[src/rtl/alu_seq_pkg.sv]
// Shared types for the ALU command sequencer: FSM states and the result FIFO entry.
package alu_seq_pkg;

  localparam int W     = 16;
  localparam int OPC_W = 3;

  typedef enum logic {
    IDLE,
    EXEC
  } state_t;

  // One completed ALU operation as stored in the result FIFO.
  typedef struct packed {
    logic [W-1:0]     f;
    logic             zer;
    logic             neg;
    logic [OPC_W-1:0] opc;
  } res_entry_t;

endpackage

[src/rtl/alu_res_fifo.sv]
// First-word-fall-through result FIFO. The head is presented combinationally from
// storage and forced to zero while empty; pops on an empty FIFO are ignored.
module alu_res_fifo #(
  parameter int  DEPTH   = 2,
  parameter type entry_t = logic
) (
  input  logic                   clk,
  input  logic                   rst_n,
  input  logic                   push,
  input  entry_t                 push_data,
  input  logic                   pop,
  output entry_t                 head,
  output logic                   valid,
  output logic [$clog2(DEPTH):0] count
);

  localparam int PTR_W = $clog2(DEPTH);
  localparam int CNT_W = PTR_W + 1;

  entry_t           mem [DEPTH];
  logic [PTR_W-1:0] wr_ptr;
  logic [PTR_W-1:0] rd_ptr;
  logic             full;
  logic             do_push;
  logic             do_pop;

  assign valid   = (count != '0);
  assign full    = (count == CNT_W'(DEPTH));
  assign do_pop  = pop && valid;
  assign do_push = push && (!full || do_pop);
  assign head    = valid ? mem[rd_ptr] : '0;

  // Pointer and occupancy bookkeeping; DEPTH is a power of two so pointers wrap freely.
  always_ff @(posedge clk) begin
    if (!rst_n) begin
      wr_ptr <= '0;
      rd_ptr <= '0;
      count  <= '0;
    end else begin
      if (do_push) wr_ptr <= wr_ptr + 1'b1;
      if (do_pop)  rd_ptr <= rd_ptr + 1'b1;
      case ({do_push, do_pop})
        2'b10:   count <= count + 1'b1;
        2'b01:   count <= count - 1'b1;
        default: count <= count;
      endcase
    end
  end

  // Entry storage needs no reset: the head is masked to zero while empty.
  always_ff @(posedge clk) begin
    if (do_push) mem[wr_ptr] <= push_data;
  end

  // The sequencer only accepts a command when there is room, so a push into a full FIFO is a bug.
  assert property (@(posedge clk) disable iff (!rst_n) !(push && full));

endmodule

[src/rtl/alu_cmd_sequencer.sv]
// Command front-end and result back-end around the 16-bit combinational ALU.
// A command is registered onto the ALU inputs, the ALU output is captured one
// cycle later into the result FIFO, and an optional chain bit reuses the last
// result as operand M. W must match the package width used by res_entry_t.
module alu_cmd_sequencer #(
  parameter int W     = 16,
  parameter int DEPTH = 2
) (
  input  logic         clk,
  input  logic         rst_n,
  input  logic         cmd_valid,
  output logic         cmd_ready,
  input  logic [2:0]   cmd_opc,
  input  logic [W-1:0] cmd_m,
  input  logic [W-1:0] cmd_n,
  input  logic         cmd_c,
  input  logic         cmd_chain,
  output logic [W-1:0] alu_m,
  output logic [W-1:0] alu_n,
  output logic [2:0]   alu_opc,
  output logic         alu_c,
  input  logic [W-1:0] alu_f,
  input  logic         alu_zer,
  input  logic         alu_neg,
  output logic         res_valid,
  input  logic         res_ready,
  output logic [W-1:0] res_f,
  output logic         res_zer,
  output logic         res_neg,
  output logic [2:0]   res_opc,
  output logic         busy,
  output logic [15:0]  op_count
);

  import alu_seq_pkg::*;

  localparam int CNT_W = $clog2(DEPTH) + 1;

  state_t           state;
  logic [W-1:0]     last_f;
  logic             push;
  res_entry_t       push_entry;
  res_entry_t       head;
  logic [CNT_W-1:0] fifo_count;

  assign cmd_ready  = (state == IDLE) && (fifo_count < CNT_W'(DEPTH));
  assign busy       = (state == EXEC);
  assign push       = (state == EXEC);
  assign push_entry = '{f: alu_f, zer: alu_zer, neg: alu_neg, opc: alu_opc};

  assign res_f   = head.f;
  assign res_zer = head.zer;
  assign res_neg = head.neg;
  assign res_opc = head.opc;

  // Two-state sequencer: IDLE registers an accepted command onto the ALU, EXEC retires its result.
  always_ff @(posedge clk) begin
    if (!rst_n) begin
      state    <= IDLE;
      alu_m    <= '0;
      alu_n    <= '0;
      alu_opc  <= '0;
      alu_c    <= 1'b0;
      last_f   <= '0;
      op_count <= '0;
    end else begin
      case (state)
        IDLE: begin
          if (cmd_valid && cmd_ready) begin
            alu_m   <= cmd_chain ? last_f : cmd_m;
            alu_n   <= cmd_n;
            alu_opc <= cmd_opc;
            alu_c   <= cmd_c;
            state   <= EXEC;
          end
        end
        EXEC: begin
          last_f   <= alu_f;
          op_count <= op_count + 16'd1;
          state    <= IDLE;
        end
        default: state <= IDLE;
      endcase
    end
  end

  alu_res_fifo #(
    .DEPTH   (DEPTH),
    .entry_t (res_entry_t)
  ) u_res_fifo (
    .clk       (clk),
    .rst_n     (rst_n),
    .push      (push),
    .push_data (push_entry),
    .pop       (res_ready),
    .head      (head),
    .valid     (res_valid),
    .count     (fifo_count)
  );

endmodule

[config.mk]
export PLATFORM = sky130hd
export DESIGN_NAME = alu_cmd_sequencer
export DESIGN_NICKNAME = d
export VERILOG_FILES = /design/src/rtl/alu_seq_pkg.sv /design/src/rtl/alu_res_fifo.sv /design/src/rtl/alu_cmd_sequencer.sv
export SDC_FILE = /design/constraint.sdc
export NUM_CORES = 1
export LEC_CHECK = 0
export ABC_CLOCK_PERIOD_IN_PS = 2400
export BUFFER_PORTS_ARGS = -buffer_cell sky130_fd_sc_hd__buf_2
export CORE_MARGIN = 2
export CORE_UTILIZATION = 25
export CTS_BUF_LIST = sky130_fd_sc_hd__clkbuf_4 sky130_fd_sc_hd__clkbuf_8
export CTS_CLUSTER_DIAMETER = 60
export DETAILED_ROUTE_END_ITERATION = 10
export HOLD_SLACK_MARGIN = 0.05
export PLACE_DENSITY_LB_ADDON = 0.1
export SYNTH_ARGS = -nofsm -noshare
export SYNTH_HDL_FRONTEND = slang
export SYNTH_SLANG_ARGS = --single-unit
[constraint.sdc]
create_clock -name clk -period 2.4 [get_ports clk]
set_input_delay 0.48 -clock clk [delete_from_list [all_inputs] [get_ports clk]]
set_output_delay 0.48 -clock clk [all_outputs]
set_load 0.02 [all_outputs]
== Word-level counts from Yosys, hierarchy flattened ==
Memory sizes are Yosys's and may differ from the RTL's. A register that Yosys moved wholly into a read port is not among the register bits.
Index checks and enable logic that the tools add are counted.

* Bits in registers: 73
* Output and inout bits: 76
* Input bits: 59
* Bits in writable memories: 42
* Memories: 1
* Bits in latches: 0
* ROM bits: 0

{| class="wikitable"
|+ Memory list
! memory !! words !! bits a word !! rd ports !! clocked after Yosys merged registers in !! wr ports !! RTL line !! text
|-
| u_res_fifo.mem || 2 || 21 || 1 || 1 || 1 || alu_res_fifo.sv:20 || <nowiki>entry_t mem [DEPTH];</nowiki>
|}

* Add/subtract/negate cells: 5
* Multipliers: 0
* Order comparisons: 1
* Shifts and indexed selects: 0
* Multiplexer cells: 9
* Reduce and logical (&&, ||, !) cells: 9
* Bitwise logic cells: 1
* Divide/modulo/power cells: 0
* Equal/unequal tests: 3

{| class="wikitable"
|+ Operators by type and width
! operator !! number
|-
| $mux 21 || 1
|-
| $add 16x1->16 const B || 1
|-
| $mux 16 || 1
|-
| $mux 1 || 5
|-
| $eq 2x2->1 const B || 2
|-
| $logic_and 1x1->1 || 4
|-
| $pmux 2 s2 || 1
|-
| $reduce_bool 2->1 || 2
|-
| $add 1x1->1 const B || 2
|-
| $add 2x1->2 const B || 1
|-
| $eq 2x1->1 const B || 1
|-
| $lt 2x2->1 const B || 1
|-
| $pmux 1 s2 || 1
|-
| $reduce_and 2->1 || 1
|-
| $sub 2x1->2 const B || 1
|-
| $logic_not 1->1 || 1
|-
| $logic_or 1x1->1 || 1
|-
| $not 1->1 || 1
|}

== Longest topological paths before layout ==
Gate-level depths: netlist of the first run.

* Word-level depth: 6
* Mapped depth: 7
* Gate-level depth less buffers: 6

== Hierarchy ==
From an unflattened synthesis of the first run, not the netlist that was laid out.

* Cells, all modules: 412
* Area, all modules: 4608.2 um^2

{| class="wikitable"
|+ Modules (own cells, without submodules)
! module !! cells an instance !! instances !! sequential area each (um^2) !! area each (um^2)
|-
| alu_cmd_sequencer || 296 || 1 || 1381.3 || 2798.9
|-
| alu_res_fifo || 116 || 1 || 1361.3 || 1809.2
|}

== Worst setup path after synthesis of the first run ==
No wires, ideal clock.

* Path kind: reg2reg
* From: register state (netlist: busy)
* To: memory u_res_fifo.mem[0][0] (netlist name), enable pin
* Buffers on the path: 1
* Arrival time: 1.609 ns
* Cell stages (with the launch flop): 4
* Slack: 0.392 ns
* Setup time: 0.399 ns
* Path through: dfxtp_1 > buf_6 > o31ai_4 > nor2_1

* Word-level cells in the longest chain between the ends: 3

{| class="wikitable"
|+ RTL lines
! item !! RTL line !! text
|-
| from (decl) || alu_cmd_sequencer.sv:39 || <nowiki>state_t state;</nowiki>
|-
| from (signal assigned) || alu_cmd_sequencer.sv:59 || <nowiki>state <= IDLE;</nowiki>
|-
| from (signal assigned) || alu_cmd_sequencer.sv:74 || <nowiki>state <= EXEC;</nowiki>
|-
| from (signal assigned) || alu_cmd_sequencer.sv:80 || <nowiki>state <= IDLE;</nowiki>
|-
| $logic_and 1x1->1 || alu_res_fifo.sv:30 || <nowiki>assign do_push = push && (!full || do_pop);</nowiki>
|-
| $mux 1 || alu_res_fifo.sv:52 || <nowiki>if (do_push) mem[wr_ptr] <= push_data;</nowiki>
|-
| $mux 1 (implied by the code) || alu_res_fifo.sv:52 ||
|-
| to (decl) || alu_res_fifo.sv:20 ||
|}

Every way passes these cells.

== Worst setup path in the final report of the first run ==
* From: register state (netlist: busy)
* To: output port busy

{| class="wikitable"
|+ RTL lines
! item !! RTL line !! text
|-
| to (decl) || alu_cmd_sequencer.sv:31 || <nowiki>output logic busy,</nowiki>
|}

No word-level cell between the ends.

==> results of run 1 <==
## cell type report
cell class                      instances  area, um^2
Clock buffer                           20         275
Inverter                                4        15.0
Clock inverter                         12         200
Timing Repair Buffer                  141         748
Fill cell                            1883       12100
Sequential cell                       116        2740
Multi-Input combinational cell        264        1690
Tap cell                              229         287
## cells by family (layout without fill, tap and decap cells)
group,after synthesis,in the layout,synth area share
simple gates,149,149,0.140
flops,116,116,0.597
mux,58,58,0.126
compound gates,41,41,0.0678
buf+inv,31,177,0.0370
xor+xnor,14,14,0.0267
fa+ha+maj,2,2,0.00544
## stage by stage
stage          setup slack [ns]   util  area (um^2)
2_1_floorplan             0.392      -         4600
3_3_place_gp              0.634  0.304         5480
3_5_place_dp              0.590  0.304         5480
4_1_cts                   0.103  0.331         5960
5_1_grt                  0.0196  0.331         5960
6_report                  0.178  0.331         5960
## cells in the final DEF (no fill, tap or decap)
cell type   instances
buf_4               5
ha_1                2
nor2_4              1
nor2b_1             1
a211oi_1            6
a21oi_1            22
clkbuf_8           20
nor2_2              3
and2_2              1
clkinv_4            1
and2_1              2
and4_1              3
and4_4              1
nand2b_1            4
nand2_1            49
or3_1               2
bufinv_16           5
nand4_1             7
clkinv_2            2
clkinvlp_4          3
and3_1              2
o31ai_4             1
buf_12              2
inv_6               1
inv_2               1
o21ai_0             2
xnor2_1             5
nor3_1              1
inv_1               3
edfxtp_1           42
mux2i_1            58
a211oi_2           10
nor2_1             68
buf_2             134
dfxtp_1            74
xor2_1              9
nand3_1             4
## synth_stat cells (2+ instances only)
| cell | n | area [um^2] |
|---|---|---|
| nand3_1 | 4 | 20.0 |
| ha_1 | 2 | 25.0 |
| mux2i_1 | 58 | 581 |
| a211oi_1 | 6 | 45.0 |
| clkbuf_1 | 12 | 45.0 |
| and2_1 | 3 | 18.8 |
| o21ai_0 | 2 | 10.0 |
| a211oi_2 | 10 | 125 |
| buf_6 | 4 | 45.0 |
| and3_1 | 2 | 12.5 |
| nand4_1 | 7 | 43.8 |
| dfxtp_1 | 74 | 1480 |
| xor2_1 | 9 | 78.8 |
| xnor2_1 | 5 | 43.8 |
| and4_1 | 3 | 26.3 |
| or3_1 | 2 | 12.5 |
| nand2b_1 | 4 | 25.0 |
| edfxtp_1 | 42 | 1260 |
| buf_2 | 7 | 35.0 |
| buf_4 | 4 | 30.0 |
| nor2_1 | 71 | 267 |
| a21oi_1 | 22 | 110 |
| nand2_1 | 49 | 184 |
| inv_1 | 3 | 11.3 |
## power groups by stage
stage | Combinational (mW) | Sequential, mW | Clock (mW)
after CTS | 1.39 | 2.35 | 2.23
after floorplan | 0.852 | 2.47 | 0
after global placement | 1.38 | 2.39 | 0
final | 1.35 | 2.35 | 2.15
after global routing | 1.49 | 2.37 | 2.32
after detailed placement | 1.39 | 2.39 | 0
## sequential cells by signal, summed over array words and instances, names as in the netlist, named ones only
name               cells
alu_opc                3
u_res_fifo.mem        42
busy                   1
u_res_fifo.rd_ptr      1
op_count              16
alu_m                 16
alu_n                 16
last_f                16
u_res_fifo.count       2
alu_c                  1
u_res_fifo.wr_ptr      1
## final timing paths
path | to | start
worst min register to register | alu_n[1] | alu_n[1]
worst max-delay path | busy | busy
worst min-delay path | u_res_fifo.mem[0][4] | alu_zer
worst max register to register | u_res_fifo.count[1] | u_res_fifo.count[1]
## routing by layer
| metal | share of wire | global-route usage | up-vias | wire [um] |
|---|---|---|---|---|
| li1 | - | - | 1681 | - |
| met1 | 0.48 | 0.163 | 1543 | 5570 |
| met2 | 0.43 | 0.177 | 95 | 5020 |
| met3 | 0.075 | 0.0554 | 14 | 866 |
| met4 | 0.014 | 0.0442 | 0 | 157 |
| met5 | 0 | 0 | - | 0 |
==> flow_summary.yaml, run 1 <==
routing:
  drt-wirelength-per-cell_um: 14.8
  drt-total-wl_mm: 11.6
  postRouteAntennaNets: 0
  dr.first_iter.drc_count: 155
  drtPass1Iterations: 4
  remaining_drc_errors: 0
  vias: 3333
  vias_per_cell: 4.24
timing:
  slew_viol_final: 0
  max_freq_mhz: 450
  timing.final.crit_share: 0.926
  max_slew_margin: 0.507
  skew_ns: 0.00986
  setup_violations: 0
  hold_viol_final: 0
  fin_tns_setup_ns: 0
  holdWs_ns: 0.242
  rsz0062_at_grt: "no"
  period_needed_ns: 2.22
  tightest_slew_ns: 0.738
power_and_ir_drop:
  p_per_area_mw_per_mm2: 981
  total_power_mw: 5.85
  power_frac_seq: 0.401
  clock_power_share: 0.368
  total_leakage_power_nw: 2.50
  power.switching_mw: 1.81
  comb_power_share: 0.231
  swShare: 0.309
  ir_drop_uv: 349
  intPower_mw: 4.04
hold_path:
  whs_path_depth: 1
  hold_class: "primary input to flip-flop"
synth:
  yosysWarnings: 0
  syn_area_mm2: 0.00460
  yosys_most_used_dff: "dfxtp_1"
  netlist_instances: 411
  synth_edf_count: 42
  synth_seq_area_share: 0.597
  ys_types: 30
  avgSynthCellArea_um2: 11.2
  async_flop_share: 0
  synth-seq-cells: 116
  syn_nets: 472
clock_tree:
  clkLatencyLatePin_ns: 0.44
  h-tree-depth: 4
  cts_sinks: 116
  holdBufCountCts: 0
  path_clk_slew_ns: 0.07
  clock_path_buffers: 2
  clock-root-buffer: "clkbuf_8"
  cts_tree: "done"
  post_cts_resized: 0
  cts_made_buffers: 17
  cts_setup_buffers: 0
critical_path:
  crit_required_ns: 1.92
  end_kind: "output pin"
  crit_cells: 2
  slowest_delay_ns: 0.66
  arrival_ns: 1.74
  crit_chain: "buf_4, buf_2"
  worstRegToRegCells: 5
  crit_buf_inv: 2
  r2r_slack_ns: 0.62
  crit_family: "flip-flops"
  crit_fanout: 17
  critPathSlowestCell: "dfxtp_1"
  startpoint_type: "flip-flop"
  critPathKind: "flip-flop to output pin"
die:
  start_util: 0.255
  placementRows: 49
  die_area_mm2: 0.0195
  die_h_um: 140
  die_width_um: 140
  io_pins: 135
  fp.coreArea_mm2: 0.0180
place:
  gp_congestion: 0.773
  place_hpwl_mm: 8.05
  io_buffers: 134
  placed_cells: 754
grt:
  grt_pass1_wl_mm: 18.3
  grt_pass1_vias: 3198
  grt.total_usage: 0.123
  grt.overflow.total: 0
  antenna_found_initial: 0
  grt_max_degree: 63
job:
  drv_cap: 0
final_layout:
  diodes: 0
  nets: 605
  syn2layout_area_growth_pct: 29.7
  final_cells: 786
  drive_gt1_frac: 0.343
run_status:
  status: "finished, final reports clean"
(Power assumes the default switching activity.)
==> run 2: changes to the inputs <==
--- a/config.mk
+++ b/config.mk
@@ -6,7 +6,9 @@
 export NUM_CORES = 1
 export LEC_CHECK = 0
 export ABC_CLOCK_PERIOD_IN_PS = 2400
-export BUFFER_PORTS_ARGS = -buffer_cell sky130_fd_sc_hd__buf_2
+export BUFFER_PORTS_ARGS = -buffer_cell sky130_fd_sc_hd__clkbuf_2
+export CELL_PAD_IN_SITES_DETAIL_PLACEMENT = 1
+export CELL_PAD_IN_SITES_GLOBAL_PLACEMENT = 2
 export CORE_MARGIN = 2
 export CORE_UTILIZATION = 25
 export CTS_BUF_LIST = sky130_fd_sc_hd__clkbuf_4 sky130_fd_sc_hd__clkbuf_8
==> run 2 against run 1 <==
  * Global-route usage grew 0.31 points
  * Total power shrank 4.1%
  * Setup slack gained 0.014 ns
  * Final cell count shrank 0.13%
  * Fmax grew 0.65%
  * Core utilization shrank 0.29 points
==> flow_summary.yaml, run 2 (same netlist as run 1, synthesis figures left out) <==
clock_tree:
  cts_made_buffers: 17
  path_clk_slew_ns: 0.06
  clkLatencyLatePin_ns: 0.42
  post_cts_resized: 1
  cts_setup_buffers: 0
  cts_tree: "done"
  h-tree-depth: 4
  clock_path_buffers: 2
  holdBufCountCts: 0
  clock-root-buffer: "clkbuf_8"
  cts_sinks: 116
timing:
  setup_violations: 0
  period_needed_ns: 2.21
  tightest_slew_ns: 0.742
  holdWs_ns: 0.256
  max_slew_margin: 0.504
  slew_viol_final: 0
  timing.final.crit_share: 0.920
  skew_ns: 0.00681
  rsz0062_at_grt: "no"
  hold_viol_final: 0
  setup_ws_ns: 0.193
  max_freq_mhz: 453
  fin_tns_setup_ns: 0
place:
  place_hpwl_mm: 8.42
  gp_congestion: 0.694
  placed_cells: 753
  io_buffers: 134
  pre_cts_ws_ns: 0.0255
routing:
  postRouteAntennaNets: 0
  wl_met1_mm: 5.56
  drtPass1Iterations: 3
  dr.first_iter.drc_count: 65
  vias_per_cell: 4.36
  wl_met2_mm: 5.69
  vias: 3424
  wl_met3_um: 675
  drt-total-wl_mm: 12.1
  remaining_drc_errors: 0
  topRoutingLayerUsed: "met4"
  drt-wirelength-per-cell_um: 15.4
critical_path:
  critPathKind: "flip-flop to output pin"
  crit_required_ns: 1.92
  end_kind: "output pin"
  arrival_ns: 1.73
  crit_fanout: 21
  startpoint_type: "flip-flop"
final_layout:
  top_register: "u_res_fifo.mem"
  drive_gt1_frac: 0.344
  layout_common_cells: "clkbuf_2, dfxtp_1, nor2_1"
  syn2layout_area_growth_pct: 28.5
  largest_reg_flops: 42
  final_common_cell: "clkbuf_2"
  nets: 604
  diodes: 0
  final_cells: 785
power_and_ir_drop:
  total_leakage_power_nw: 2.45
  power.switching_mw: 1.75
  comb_power_share: 0.243
  clock_power_share: 0.337
  p_per_area_mw_per_mm2: 949
  power_frac_seq: 0.420
  ir_drop_uv: 312
  intPower_mw: 3.86
  swShare: 0.312
die:
  placementRows: 49
  die_h_um: 140
  io_pins: 135
  die_width_um: 140
  fp.coreArea_mm2: 0.0180
  die_area_mm2: 0.0195
  start_util: 0.255
grt:
  grt_max_degree: 69
  grt_pass1_wl_mm: 19.0
  grt.total_usage: 0.126
  antenna_found_initial: 0
  grt_pass1_vias: 3490
  grt.overflow.total: 0
job:
  drv_cap: 0
hold_path:
  hold_class: "primary input to flip-flop"
run_status:
  status: "finished, final reports clean"
[run 2: changes by cell type in the layout (fill, tap and decap cells not counted), sizes merged]
cell | previous run | this run
buf | 141 | 6
bufinv | 5 | 2
clkbuf | 20 | 162
clkinv | 3 | 2
clkinvlp | 3 | 0
inv | 5 | 4
[run 2: per-stage QoR]
stage | cell area (um^2) | util | total power, mW
finish | 5910 | 0.328 | 5.61
global route | 5910 | 0.328 | 5.94
CTS | 5910 | 0.328 | 5.73
detailed placement | 5480 | 0.304 | 3.80
global placement | 5480 | 0.304 | 3.75
floorplan | 4600 | - | 3.32
[run 2: layout make-up]
type,count,area (um^2)
fillers,2090,12100
flip-flops and latches,116,2740
multi-input cells,264,1700
repair buffers,140,741
clock buffers,28,354
well taps,229,287
clock inverters,4,70.1
inverters,4,15.0
[run 2: power by group through the flow]
stage | logic (mW) | clock network, mW | registers [mW]
floorplan | 0.852 | 0 | 2.47
global placement | 1.36 | 0 | 2.39
detailed placement | 1.40 | 0 | 2.40
CTS | 1.41 | 1.97 | 2.36
global route | 1.50 | 2.06 | 2.38
finish | 1.36 | 1.89 | 2.36
[run 2: path summary, 6_finish.rpt]
kind                        from              endpoint  slack (ns)  cells after the start
min                      alu_zer  u_res_fifo.mem[1][4]        0.26                      1
max reg2reg  u_res_fifo.count[1]   u_res_fifo.count[1]        0.41                      5
max                    flip-flop            res_opc[1]        0.19                      4
min reg2reg             alu_n[2]              alu_n[2]        0.45                      2
[run 2: worst max-delay path: stages, from the launching register on]
cell and delay [ns]:
dfxtp_1 0.31, buf_4 0.35, mux2i_1 0.36, nor2_1 0.08
clkbuf_2 0.18
[run 2: routing by layer]
metal	GRT usage	up-vias
met5	0	-
met4	0.0537	0
met3	0.0444	13
met2	0.199	83
met1	0.157	1647
li1	-	1681
